**src/rtl/fir_pkg.sv**
```systemverilog
// Shared types and constants for the FIR MAC sequencer: ALU opcodes, FSM states
// and the accumulator width rule.
package fir_pkg;

    localparam logic [1:0] SEL_ADD  = 2'b00;
    localparam logic [1:0] SEL_MUL  = 2'b01;
    // Add of two zero operands: keeps the ALU quiet between filter outputs.
    localparam logic [1:0] SEL_IDLE = 2'b00;

    localparam int N_TAPS_DEF  = 16;
    localparam int DW_DEF      = 16;
    localparam int ALU_LAT_DEF = 1;

    typedef enum logic [1:0] {
        IDLE  = 2'd0,
        MAC   = 2'd1,
        DRAIN = 2'd2,
        OUT   = 2'd3
    } state_t;

    function automatic int acc_width(input int n_taps, input int dw);
        return 2 * dw + $clog2(n_taps);
    endfunction

endpackage

```
**src/rtl/fir_tap_store.sv**
```systemverilog
// Sample delay line (circular buffer) and coefficient register file, with
// combinational reads of x[(wr_ptr - k) mod N] and coef[k].
module fir_tap_store
    import fir_pkg::*;
#(
    parameter int N_TAPS = N_TAPS_DEF,
    parameter int DW     = DW_DEF
) (
    input  logic                          clk,
    input  logic                          rst,
    input  logic                          smp_we,
    input  logic [$clog2(N_TAPS)-1:0]     wr_ptr,
    input  logic signed [DW-1:0]          smp_data,
    input  logic                          coef_we,
    input  logic [$clog2(N_TAPS)-1:0]     coef_addr,
    input  logic signed [DW-1:0]          coef_data,
    input  logic [$clog2(N_TAPS)-1:0]     tap_k,
    output logic signed [DW-1:0]          x_rd,
    output logic signed [DW-1:0]          coef_rd
);

    localparam int AW = $clog2(N_TAPS);

    logic signed [DW-1:0] x_mem    [N_TAPS];
    logic signed [DW-1:0] coef_mem [N_TAPS];
    logic [AW-1:0]        rd_idx;

    // N_TAPS is a power of two, so the pointer difference wraps naturally.
    assign rd_idx  = wr_ptr - tap_k;
    assign x_rd    = x_mem[rd_idx];
    assign coef_rd = coef_mem[tap_k];

    always_ff @(posedge clk or negedge rst) begin
        if (!rst) begin
            for (int i = 0; i < N_TAPS; i++) begin
                x_mem[i]    <= '0;
                coef_mem[i] <= '0;
            end
        end else begin
            if (smp_we)
                x_mem[wr_ptr] <= smp_data;
            if (coef_we)
                coef_mem[coef_addr] <= coef_data;
        end
    end

endmodule

```
**src/rtl/fir_mac_sequencer.sv**
```systemverilog
// Time-multiplexes an external ALU to produce one FIR output per accepted sample:
// issues one multiply per tap, accumulates returned products, hands off the sum.
module fir_mac_sequencer
    import fir_pkg::*;
#(
    parameter int N_TAPS  = N_TAPS_DEF,
    parameter int DW      = DW_DEF,
    parameter int ALU_LAT = ALU_LAT_DEF,
    parameter int ACC_W   = 36
) (
    input  logic                          clk,
    input  logic                          rst,
    input  logic                          s_valid,
    input  logic signed [DW-1:0]          s_data,
    output logic                          s_ready,
    input  logic                          cfg_we,
    input  logic [$clog2(N_TAPS)-1:0]     cfg_addr,
    input  logic signed [DW-1:0]          cfg_data,
    output logic                          cfg_ready,
    output logic signed [DW-1:0]          alu_a,
    output logic signed [DW-1:0]          alu_b,
    output logic [1:0]                    alu_select,
    input  logic [31:0]                   alu_result,
    output logic                          m_valid,
    output logic signed [ACC_W-1:0]       m_data,
    input  logic                          m_ready
);

    localparam int AW = $clog2(N_TAPS);

    state_t               state_q, state_d;
    logic [AW-1:0]        k_q;
    logic [AW-1:0]        wr_ptr_q;
    logic [ALU_LAT-1:0]   vld_p0;
    logic signed [ACC_W-1:0] acc_p1;
    logic signed [DW-1:0] x_rd, coef_rd;
    logic                 accept, issue, last_tap, tag_out, pipe_empty;

    function automatic logic signed [ACC_W-1:0] sext_prod(input logic [31:0] p);
        return {{(ACC_W-32){p[31]}}, p};
    endfunction

    assign accept     = (state_q == IDLE) && s_valid;
    assign issue      = (state_q == MAC);
    assign last_tap   = (k_q == AW'(N_TAPS - 1));
    assign tag_out    = vld_p0[ALU_LAT-1];
    assign pipe_empty = (vld_p0 == '0);

    assign s_ready    = (state_q == IDLE);
    assign cfg_ready  = (state_q == IDLE);
    assign alu_a      = issue ? x_rd : '0;
    assign alu_b      = issue ? coef_rd : '0;
    assign alu_select = issue ? SEL_MUL : SEL_IDLE;

    fir_tap_store #(
        .N_TAPS (N_TAPS),
        .DW     (DW)
    ) u_store (
        .clk       (clk),
        .rst       (rst),
        .smp_we    (accept),
        .wr_ptr    (wr_ptr_q),
        .smp_data  (s_data),
        .coef_we   (cfg_we && (state_q == IDLE)),
        .coef_addr (cfg_addr),
        .coef_data (cfg_data),
        .tap_k     (k_q),
        .x_rd      (x_rd),
        .coef_rd   (coef_rd)
    );

    always_comb begin
        state_d = state_q;
        unique case (state_q)
            IDLE:    if (s_valid) state_d = MAC;
            MAC:     if (last_tap) state_d = DRAIN;
            DRAIN:   if (pipe_empty) state_d = OUT;
            OUT:     if (m_ready) state_d = IDLE;
            default: state_d = IDLE;
        endcase
    end

    always_ff @(posedge clk or negedge rst) begin
        if (!rst) begin
            state_q  <= IDLE;
            k_q      <= '0;
            wr_ptr_q <= '0;
        end else begin
            state_q <= state_d;
            if (accept)
                k_q <= '0;
            else if (issue)
                k_q <= k_q + 1'b1;
            if (issue && last_tap)
                wr_ptr_q <= wr_ptr_q + 1'b1;
        end
    end

    // Stage p0: product-valid tags travel alongside the ALU latency.
    always_ff @(posedge clk or negedge rst) begin
        if (!rst)
            vld_p0 <= '0;
        else
            vld_p0 <= ALU_LAT'({vld_p0, issue});
    end

    // Stage p1: accumulate each product as its tag leaves the pipe.
    always_ff @(posedge clk or negedge rst) begin
        if (!rst)
            acc_p1 <= '0;
        else if (accept)
            acc_p1 <= '0;
        else if (tag_out)
            acc_p1 <= acc_p1 + sext_prod(alu_result);
    end

    // Stage p2: output register held until the sink takes it.
    always_ff @(posedge clk or negedge rst) begin
        if (!rst) begin
            m_valid <= 1'b0;
            m_data  <= '0;
        end else if ((state_q == DRAIN) && pipe_empty) begin
            m_valid <= 1'b1;
            m_data  <= acc_p1;
        end else if ((state_q == OUT) && m_ready) begin
            m_valid <= 1'b0;
        end
    end

endmodule

```
**config.mk**
```make
export PLATFORM = sky130hd
export DESIGN_NAME = fir_mac_sequencer
export DESIGN_NICKNAME = d
export VERILOG_FILES = /design/src/rtl/fir_pkg.sv /design/src/rtl/fir_tap_store.sv /design/src/rtl/fir_mac_sequencer.sv
export SDC_FILE = /design/constraint.sdc
export NUM_CORES = 1
export LEC_CHECK = 0
export BUFFER_PORTS_ARGS = -buffer_cell sky130_fd_sc_hd__buf_4
export CAP_MARGIN = 20
export CORE_ASPECT_RATIO = 2
export CORE_MARGIN = 2
export CORE_UTILIZATION = 60
export CTS_BUF_LIST = sky130_fd_sc_hd__clkbuf_4 sky130_fd_sc_hd__clkbuf_8 sky130_fd_sc_hd__clkbuf_16
export DETAILED_ROUTE_END_ITERATION = 7
export GPL_ROUTABILITY_DRIVEN = 0
export PLACE_DENSITY = 0.82
export SKIP_LAST_GASP = 1
export SYNTH_ARGS = -nofsm -noshare
export SYNTH_HDL_FRONTEND = slang
export SYNTH_SLANG_ARGS = --single-unit
```
**constraint.sdc**
```tcl
create_clock -name clk -period 3.4 [get_ports clk]
set_clock_uncertainty 0.1 [all_clocks]
set_input_delay 0.34 -clock clk [delete_from_list [all_inputs] [get_ports clk]]
set_output_delay 0.34 -clock clk [all_outputs]
set_load 0.02 [all_outputs]
```
Word level (Yosys, flattened, before mapping)
Cells that the tools add are included.
Storage, ports and cells
  bits in registers: 596
  latch bits: 0
  memory bits (writable): 0
  ROM bits: 0
  output and inout port bits: 73
  logic and storage cells: 100
  memories: 0
Cells by class
  add/subtract/negate cells: 4
  multipliers: 0
  divide/modulo/power cells: 0
  magnitude comparators: 6
  equal/unequal tests: 8
  shift operators: 0
  muxes and demuxes: 26
  bitwise gates (word level): 5
  reductions and logical operators: 12
Operators by type and width (count)
  $bwmux 256: 2
  $bmux 16 s4: 2
  $demux 16 s4: 2
  $mux 16: 8
  $mux 36: 2
  $add 36x32->36: 1
  $ge 5x5->1 const B: 4
  $not 4->5: 4
  $lt 5x1->1 const B: 2
  $add 4x1->4 const B: 2
  $mux 2: 4
  $mux 4: 2
  $pmux 2 s4: 1
  $logic_and 1x1->1: 7
  $ne 2x2->1 const B: 3
  $reduce_bool 2->1: 3
  $eq 2x2->1 const B: 2
  $eq 4x4->1 const B: 1
  $reduce_and 4->1: 1
  $sub 4x4->4: 1
  $mux 1: 3
  $eq 2x1->1 const B: 1
  $logic_not 2->1: 1
  $ne 2x1->1 const B: 1
  $not 1->1: 1

Longest topological paths before layout
Gate-level depths: netlist (run 1).
  word-level depth: 6
  gate-level depth with buffers: 12

Cells and area by module
Synthesis (run 1) repeated with hierarchy kept, for this count alone.
Unflattened totals
  cells, all modules: 2034
  area total of the unflattened synthesis: 29122.9 sq um
By module, submodules not included
  fir_tap_store: times used 1, cells an instance 1451, area an instance 23553.8 sq um, sequential area each 12812.3 sq um
  fir_mac_sequencer: times used 1, cells an instance 583, area an instance 5569.1 sq um, sequential area each 2102.0 sq um

Worst setup path after synthesis (run 1)
OpenSTA, ideal clock, no wires.
  path kind: register -> output
  start point: register k_q[1]
  end point: output port alu_a[10]
  arrival: 2.570 ns
  slack: 0.390 ns
  cell stages (with the launch flop): 11
  buffers on the path: 3
  cell sequence: dfrtp_1 -> buf_1 -> buf_1 -> inv_1 -> ha_1 -> a21o_1 -> a21oi_1 -> xnor2_1 -> clkbuf_1 -> nand3b_1 -> and3_1
Between the ends
  cells in the longest elaborated chain, start to end: 6
Ends and longest elaborated chain
  from (decl): line fir_mac_sequencer.sv:32  | logic [AW-1:0] k_q;
  from (signal assigned): line fir_mac_sequencer.sv:93  | k_q <= k_q + 1'b1;
  $sub 4x4->4: line fir_tap_store.sv:29  | assign rd_idx = wr_ptr - tap_k;
  $not 4->5 (implied by the code): line fir_tap_store.sv:30  | assign x_rd = x_mem[rd_idx];
  $bmux 16 s4: line fir_tap_store.sv:30
  $mux 16 (implied by the code) (2 in a row): line fir_tap_store.sv:30
  $mux 16: line fir_mac_sequencer.sv:51  | assign alu_a = issue ? x_rd : '0;
  to (decl): line fir_mac_sequencer.sv:20  | output logic signed [DW-1:0] alu_a,
No other way between the ends. The select of a mux whose other input is x is not followed.

Final worst setup path (run 1)
  start point: register k_q[0]
  end point: output port alu_a[9]
The elaborated chain is that of the path after synthesis.

==> key figures, run 1 <==
Run status
  – Status: finished with violations
  – Failing checks: setup timing

STA
  – Hold Vio Cnt, Final: 0
  – Max Slew Vio Count: 0
  – Hold Slack: 0.122 ns
  – RSZ-0062 raised after global routing: yes
  – Rel. slew slack: 0.388
  – Setup WS post-layout: -0.108 ns
  – Final period util: 1.03
  – Setup violations, final: 14
  – Tightest Pin Transition: 0.915 ns
  – Tmin final: 3.51 ns
  – Max Fclk: 285 MHz

Die
  – I/O pin count: 146
  – Die X: 158 microns
  – DIE HEIGHT: 313 microns
  – Initial Util: 0.604
  – Total die area: 49600 sq um
  – Core box area: 47400 sq um
  – Row count: 113

Setup path
  – Critical path's largest stage delay: 0.54 ns
  – R2R setup slack: 0.28 ns
  – Slowest cell on crit path: fa_2
  – Reg2Reg Depth: 12
  – CP required: 2.96 ns
  – FF-to-FF Start: acc_p1[0]
  – CP Launch Type: flop
  – Worst setup EP type: primary output
  – R2R Path End: acc_p1[28]
  – Arr. time, crit path: 3.07 ns
  – Worst path bufs/invs: 4
  – CP dominant cell by count: buf_12
  – CP top delay family: adder cells
  – WS Path Type: flop to primary output
  – Critical Path Fanout Max: 5
  – Crit-path cells: ha_4, fa_2, buf_12, buf_12, clkbuf_16, mux4_2, nand2_1, nand3b_1, and3_4, buf_6

GRT
  – Initial antenna violation count: 3
  – Grt ovf: 0
  – Vias in the first global route: 19500
  – First-pass GRT wire length: 108 mm
  – Pin count of the biggest net entering global routing: 101
  – Total Routing Usage GR: 0.287

Final layout
  – Filler instances: 3088
  – Synth-to-layout area growth: 16.3%
  – Final Core Density: 0.703
  – Nets: 2323
  – Share of layout cells above drive strength 1: 0.473

Placement
  – DPL Wire Length: 43.6 mm
  – IO Port Bufs: 144
  – Worst slack, placed: 0.258 ns

Power and ir drop
  – Clk pwr share: 0.224
  – Sequential power share: 0.359
  – Total Power: 28.4 mW
  – Comb power frac: 0.417
  – Switch Pwr: 9.63 mW
  – Pleak: 15.9 nW
  – Cell Pwr Density: 852 nW/um^2
  – Int Pwr: 18.7 mW
  – Switch share: 0.340
  – Maximum VDD drop: 652 uV

Clock network
  – Clk_lat worst skew: 0.60 ns
  – Clk pin slew, worst setup/hold paths: 0.07 ns
  – CTS tree: done
  – Clock buffer depth: 3
  – CTS Root Buffer Type: clkbuf_16
  – Clock Sinks: 596
  – H-tree lvl count: 2
  – Cts bufs inserted: 52

Route
  – DR pass1 iterations: 7
  – Total wire length: 70.7 mm
  – Vias after detailed routing: 18100
  – DR vias/cell: 6.31
  – DR DRC count: 0
  – Antenna-violating nets left: 0
  – Wire per inst: 24.6 microns
  – DRT iter0 DRCs: 1154

Synth
  – Register area share after synthesis: 0.521
  – Ys flop type: dfrtp_1
  – Synthesized area: 28600 sq um
  – FF+latch count, synth: 596
  – Unique cell type count in the Yosys netlist: 67
  – Syn Nets: 2151
  – Ys async rst share: 1.00
  – Syn_area_per_cell: 14.1 sq um
  – Post-Synthesis Cells: 2029
  – Synthesis warning total: 0
  – Post-synth EDFFs: 0

Worst hold path
  – Hold wc startpoint: s_valid
  – Worst hold stages: 4
  – Hold path endpoint: state_q[0]
  – Tightest Hold Check Type: primary input to flop

Flow run
  – Max Cap Viol: 0
[cells in the mapped netlist, types with 3 or more instances]
library cell	instances	share of area
a211o_1	4	0.0012
a211oi_1	6	0.0016
a21o_1	26	0.0068
a21oi_1	45	0.0079
and2_1	18	0.0039
and3_1	23	0.0050
buf_1	16	0.0021
buf_2	24	0.0042
buf_4	3	0.00079
clkbuf_1	101	0.013
dfrtp_1	596	0.52
ha_1	47	0.021
inv_1	24	0.0031
mux2_2	544	0.21
mux2i_1	20	0.0070
mux4_2	144	0.11
nand2_1	137	0.018
nand2b_1	7	0.0015
nand3_1	29	0.0051
nand3b_1	17	0.0045
nand4_1	9	0.0020
nor2_1	52	0.0068
nor2b_1	3	0.00066
nor3_1	13	0.0023
nor3b_1	3	0.00079
o211ai_1	3	0.00079
o21ai_0	23	0.0040
o21ai_1	6	0.0010
o21bai_1	4	0.0010
o22ai_1	5	0.0011
xnor2_1	18	0.0055
xor2_1	13	0.0040
[worst reg2reg max path, delay by kind of cell (launching register included)]
family	cells	cell delay, ns
multiplexers	1	0.24
buffers and inverters	1	0.06
AND/OR/NAND/NOR	2	0.37
adder cells (fa/ha/maj)	2	0.57
flip-flops	1	0.36
AO/OA/AOI/OAI	6	1.28
[cells in the final DEF, fill, tap and decap left out, drive strengths merged, types with 18 or more instances in the layout]
master,count
buf,223
dlygate4sd3,35
and2,18
nand2,137
clkbuf,69
inv,27
and3,23
mux2i,20
mux4,144
nand3,29
mux2,544
a21oi,47
o21ai,30
xnor2,19
dfrtp,596
ha,47
a21o,26
nor2,52
[worst max-delay path by stage]
stage | from | end | slack (ns) | cells after the start
after floorplan | k_q[1] | alu_a[10] | 0.39 | 10
after global placement | alu_result[0] | acc_p1[32] | 0.38 | 13
after detailed placement | alu_result[0] | acc_p1[32] | 0.26 | 13
after CTS | k_q[0] | alu_a[4] | -0.16 | 10
after global routing | k_q[0] | alu_a[9] | -0.18 | 10
final | k_q[0] | alu_a[9] | -0.11 | 10
[state kept, by name, indices dropped and copies added, names as in the netlist]
| signal | cells |
|---|---|
| u_store.coef_mem | 256 |
| acc_p1 | 36 |
| k_q | 4 |
| m_data | 36 |
| tag_out | 1 |
| state_q | 2 |
| u_store.x_mem | 256 |
| m_valid | 1 |
| wr_ptr_q | 4 |
[routing by layer]
layer	vias to the layer above	GRT usage	share of wire
met4	0	0.139	0.049
met3	207	0.0312	0.045
met2	591	0.515	0.54
li1	7788	-	-
met1	9558	0.341	0.36
met5	-	0	0
[power by group through the flow]
stage | combinational [mW] | sequential (mW) | clock [mW]
after floorplan | 7.53 | 10.1 | 0
final | 11.8 | 10.2 | 6.35
after detailed placement | 10.7 | 10.3 | 0
after global placement | 10.4 | 10.1 | 0
after CTS | 11.4 | 10.2 | 6.43
after global routing | 12.6 | 10.4 | 6.68
[cell type report]
type	count	area, sq um	area share
tap	632	791	0.0238
inverter	24	90.1	0.00271
antenna	3	7.51	0.000226
timing repair buffer	262	2420	0.0727
multi-input combinational	1265	13200	0.397
sequential	596	14900	0.448
clock inverter	30	388	0.0117
clock buffer	65	1440	0.0432
[per-stage QoR]
step	setup TNS, ns	cell area (sq um)	instances
floorplan	0	28600	2029
global placement	0	30600	2726
detailed placement	0	30600	2726
CTS	-2.09	33000	2865
global route	-1.66	33300	2876
finish	-0.580	33300	2877
[repair_timing]
item	in CTS	in global routing
hold buffers	35	0
endpoints found under the setup margin	32	22
cloned	4	5
buffers inserted	5	5
resized for setup	12	33
endpoints found under the hold margin	578	0
pin swaps	2	12
[logic make-up after synthesis]
group           after synthesis  synth area share
simple gates                323            0.0540
buf+inv                     169            0.0237
fa+ha+maj                    49            0.0219
flops                       596             0.521
compound gates              152            0.0353
xor+xnor                     31           0.00949
other cells                   1          0.000131
mux                         708             0.334
Power figures use the tool's default switching activity.
==> run 2: changes to the inputs <==
--- a/config.mk
+++ b/config.mk
@@ -9,11 +9,11 @@
 export CAP_MARGIN = 20
 export CORE_ASPECT_RATIO = 2
 export CORE_MARGIN = 2
-export CORE_UTILIZATION = 60
+export CORE_UTILIZATION = 55
 export CTS_BUF_LIST = sky130_fd_sc_hd__clkbuf_4 sky130_fd_sc_hd__clkbuf_8 sky130_fd_sc_hd__clkbuf_16
 export DETAILED_ROUTE_END_ITERATION = 7
 export GPL_ROUTABILITY_DRIVEN = 0
-export PLACE_DENSITY = 0.82
+export PLACE_DENSITY = 0.77
 export SKIP_LAST_GASP = 1
 export SYNTH_ARGS = -nofsm -noshare
 export SYNTH_HDL_FRONTEND = slang
==> key figures, run 2 (synthesis gave the netlist of run 1 again) <==
Final layout
  – Largest regs: u_store.coef_mem (256), u_store.x_mem (256)
  – Most frequent cells in the layout: 593 x dfrtp_1, 544 x mux2_2, 177 x buf_4
  – Synth-to-layout area growth: 16.6%
  – Share of layout cells above drive strength 1: 0.476 (+0.00346)
  – Post-route cell area: 33400 sq um (+0.27%)
  – Nets: 2313 (-0.43%)
  – Most common cell after layout, fill and taps aside: dfrtp_1

STA
  – Tmin final: 3.47 ns (-0.0406 ns)
  – Rel. slew slack: 0.331 (-0.0572)
  – Hold Slack: 0.0213 ns (-0.100 ns)
  – Setup violations, final: 16 (+2)
  – Max Slew Vio Count: 0 (unchanged)
  – Final period util: 1.02 (-0.0119)
  – Setup WS post-layout: -0.0677 ns (+0.0406 ns)
  – RSZ-0062 raised after global routing: yes
  – Setup TNS: -0.681 ns (-0.100 ns)
  – Hold Vio Cnt, Final: 0 (unchanged)
  – Max Fclk: 288 MHz (+1.2%)
  – Tightest Pin Transition: 1.00 ns (+0.0855 ns)

Clock network
  – CTS Root Buffer Type: clkbuf_16
  – Cts bufs inserted: 52 (unchanged)
  – Clock Sinks: 596 (unchanged)
  – Clk_lat worst skew: 0.60 ns (about the same)
  – CTS tree: done
  – H-tree lvl count: 2 (unchanged)
  – Clk pin slew, worst setup/hold paths: 0.07 ns (about the same)
  – Clock buffer depth: 3 (unchanged)

Power and ir drop
  – Pleak: 15.8 nW (about the same)
  – Maximum VDD drop: 633 uV (-2.9%)
  – Cell Pwr Density: 853 nW/um^2 (about the same)

GRT
  – Pin count of the biggest net entering global routing: 93 (-7.9%)
  – Grt ovf: 0 (unchanged)
  – First-pass GRT wire length: 112 mm (+3.4%)
  – Total Routing Usage GR: 0.273 (-0.0145)
  – Initial antenna violation count: 5 (+2)
  – Vias in the first global route: 19800 (+1.6%)

Run status
  – Status: finished with violations
  – Failing checks: setup timing

Setup path
  – CP top delay family: adder cells
  – Slowest cell on crit path: fa_2
  – CP dominant cell by count: buf_6
  – Worst setup EP type: primary output
  – Critical Path Fanout Max: 8 (+3)
  – Arr. time, crit path: 3.03 ns (-0.04 ns)
  – CP Launch Type: flop
  – Crit-path cells: ha_4, fa_2, buf_6, buf_12, buf_16, mux4_2, nand2_1, nand3b_1, and3_4, buf_6
  – CP required: 2.96 ns (about the same)
  – Worst path bufs/invs: 4 (unchanged)
  – WS Path Type: flop to primary output
  – Critical path's largest stage delay: 0.54 ns (about the same)

Route
  – Antenna-violating nets left: 0 (unchanged)
  – Vias after detailed routing: 18000 (-1.1%)
  – DR vias/cell: 6.20 (-1.7%)
  – Wire per inst: 24.6 microns (about the same)
  – DR pass1 iterations: 5 (-2)
  – DRT iter0 DRCs: 1015 (-12%)
  – Total wire length: 71.2 mm (+0.73%)
  – DR DRC count: 0 (unchanged)

Die
  – Core box area: 51500 sq um (+8.8%)
  – Total die area: 54000 sq um (+8.9%)
  – DIE HEIGHT: 327 microns (+4.4%)
  – Row count: 118 (+4.4%)
  – I/O pin count: 146 (unchanged)
  – Initial Util: 0.555 (-0.0488)
  – Die X: 165 microns (+4.3%)

Placement
  – IO Port Bufs: 144 (unchanged)
  – DP Area: 30700 sq um (+0.22%)
  – DPL Wire Length: 43.2 mm (-0.94%)

Worst hold path
  – Tightest Hold Check Type: primary input to flop

Flow run
  – Max Cap Viol: 0 (unchanged)
-- run 2: changes by cell type in the layout (fill, tap and decap cells not counted), sizes merged --
cell / previous run / this run
clkbuf: 69 / 78
dlygate4sd3: 35 / 29
bufinv: 8 / 5
clkinv: 13 / 10
diode: 3 / 4
inv: 27 / 26
clkinvlp: 6 / 1
xnor2: 19 / 18
-- run 2: path summary, 6_finish.rpt --
kind,start,end,slack [ns],cells after the start
min in group asynchronous,rst,u_store.coef_mem[100],0.22,2
hold reg to reg,m_valid,m_valid,0.40,2
max in group asynchronous,rst,u_store.x_mem[13],1.91,3
hold / removal,cfg_data[2],u_store.coef_mem[98],0.02,2
setup / recovery,k_q[0],alu_a[5],-0.07,10
setup reg to reg,acc_p1[0],acc_p1[30],0.35,12
-- run 2: power by group --
| group | total [mW] | switching, mW | leakage [nW] | internal [mW] |
|---|---|---|---|---|
| Sequential | 10.2 | 1.10 | 7.95 | 9.09 |
| Clock | 6.30 | 2.69 | 0.917 | 3.62 |
| Combinational | 12.0 | 5.86 | 6.97 | 6.10 |
| Total | 28.4 | 9.64 | 15.8 | 18.8 |
-- run 2: metal layers --
metal	share of wire	track usage
met1	0.37	0.320
met2	0.55	0.495
met3	0.041	0.0329
met4	0.046	0.119
met5	0.00018	0
-- run 2: area by class of cell --
type,instances,area (sq um)
sequential,596,14900
antenna,4,10.0
clock buffer,77,1580
clock inverter,18,248
fill,3682,18200
tap,660,826
timing repair buffer,253,2480
inverter,24,90.1
multi-input combinational,1264,13200
-- run 2: repair_timing --
| item | 4_1_cts | 5_1_grt |
|---|---|---|
| gates resized for setup | 52 | 12 |
| hold endpoints to repair | 433 | 0 |
| endpoints found under the setup margin | 32 | 25 |
| setup buffers | 8 | 1 |
| pin swaps | 19 | 13 |
| gates cloned | 10 | 1 |
| hold buffers | 29 | 0 |
-- run 2: worst register-to-register path: stages, from the launching register on --
cell and delay (ns):
dfrtp_1 0.38, ha_1 0.21, inv_1 0.06, fa_1 0.38, and2b_1 0.24, o31a_2 0.18
o31ai_2 0.08, o21ai_2 0.24, a21oi_2 0.12, o41a_1 0.49, o21ai_1 0.20, nand3_1 0.10
nor3b_1 0.16
-- run 2: stage by stage --
stage	setup WS (ns)	power, mW	instances	utilization
6_report	-0.0677	28.4	2896	0.648
5_1_grt	-0.171	29.9	2896	0.648
4_1_cts	-0.149	28.7	2892	0.647
3_5_place_dp	0.300	21.0	2750	0.595
3_3_place_gp	0.389	20.6	2750	0.595
2_1_floorplan	0.390	17.6	2029	-
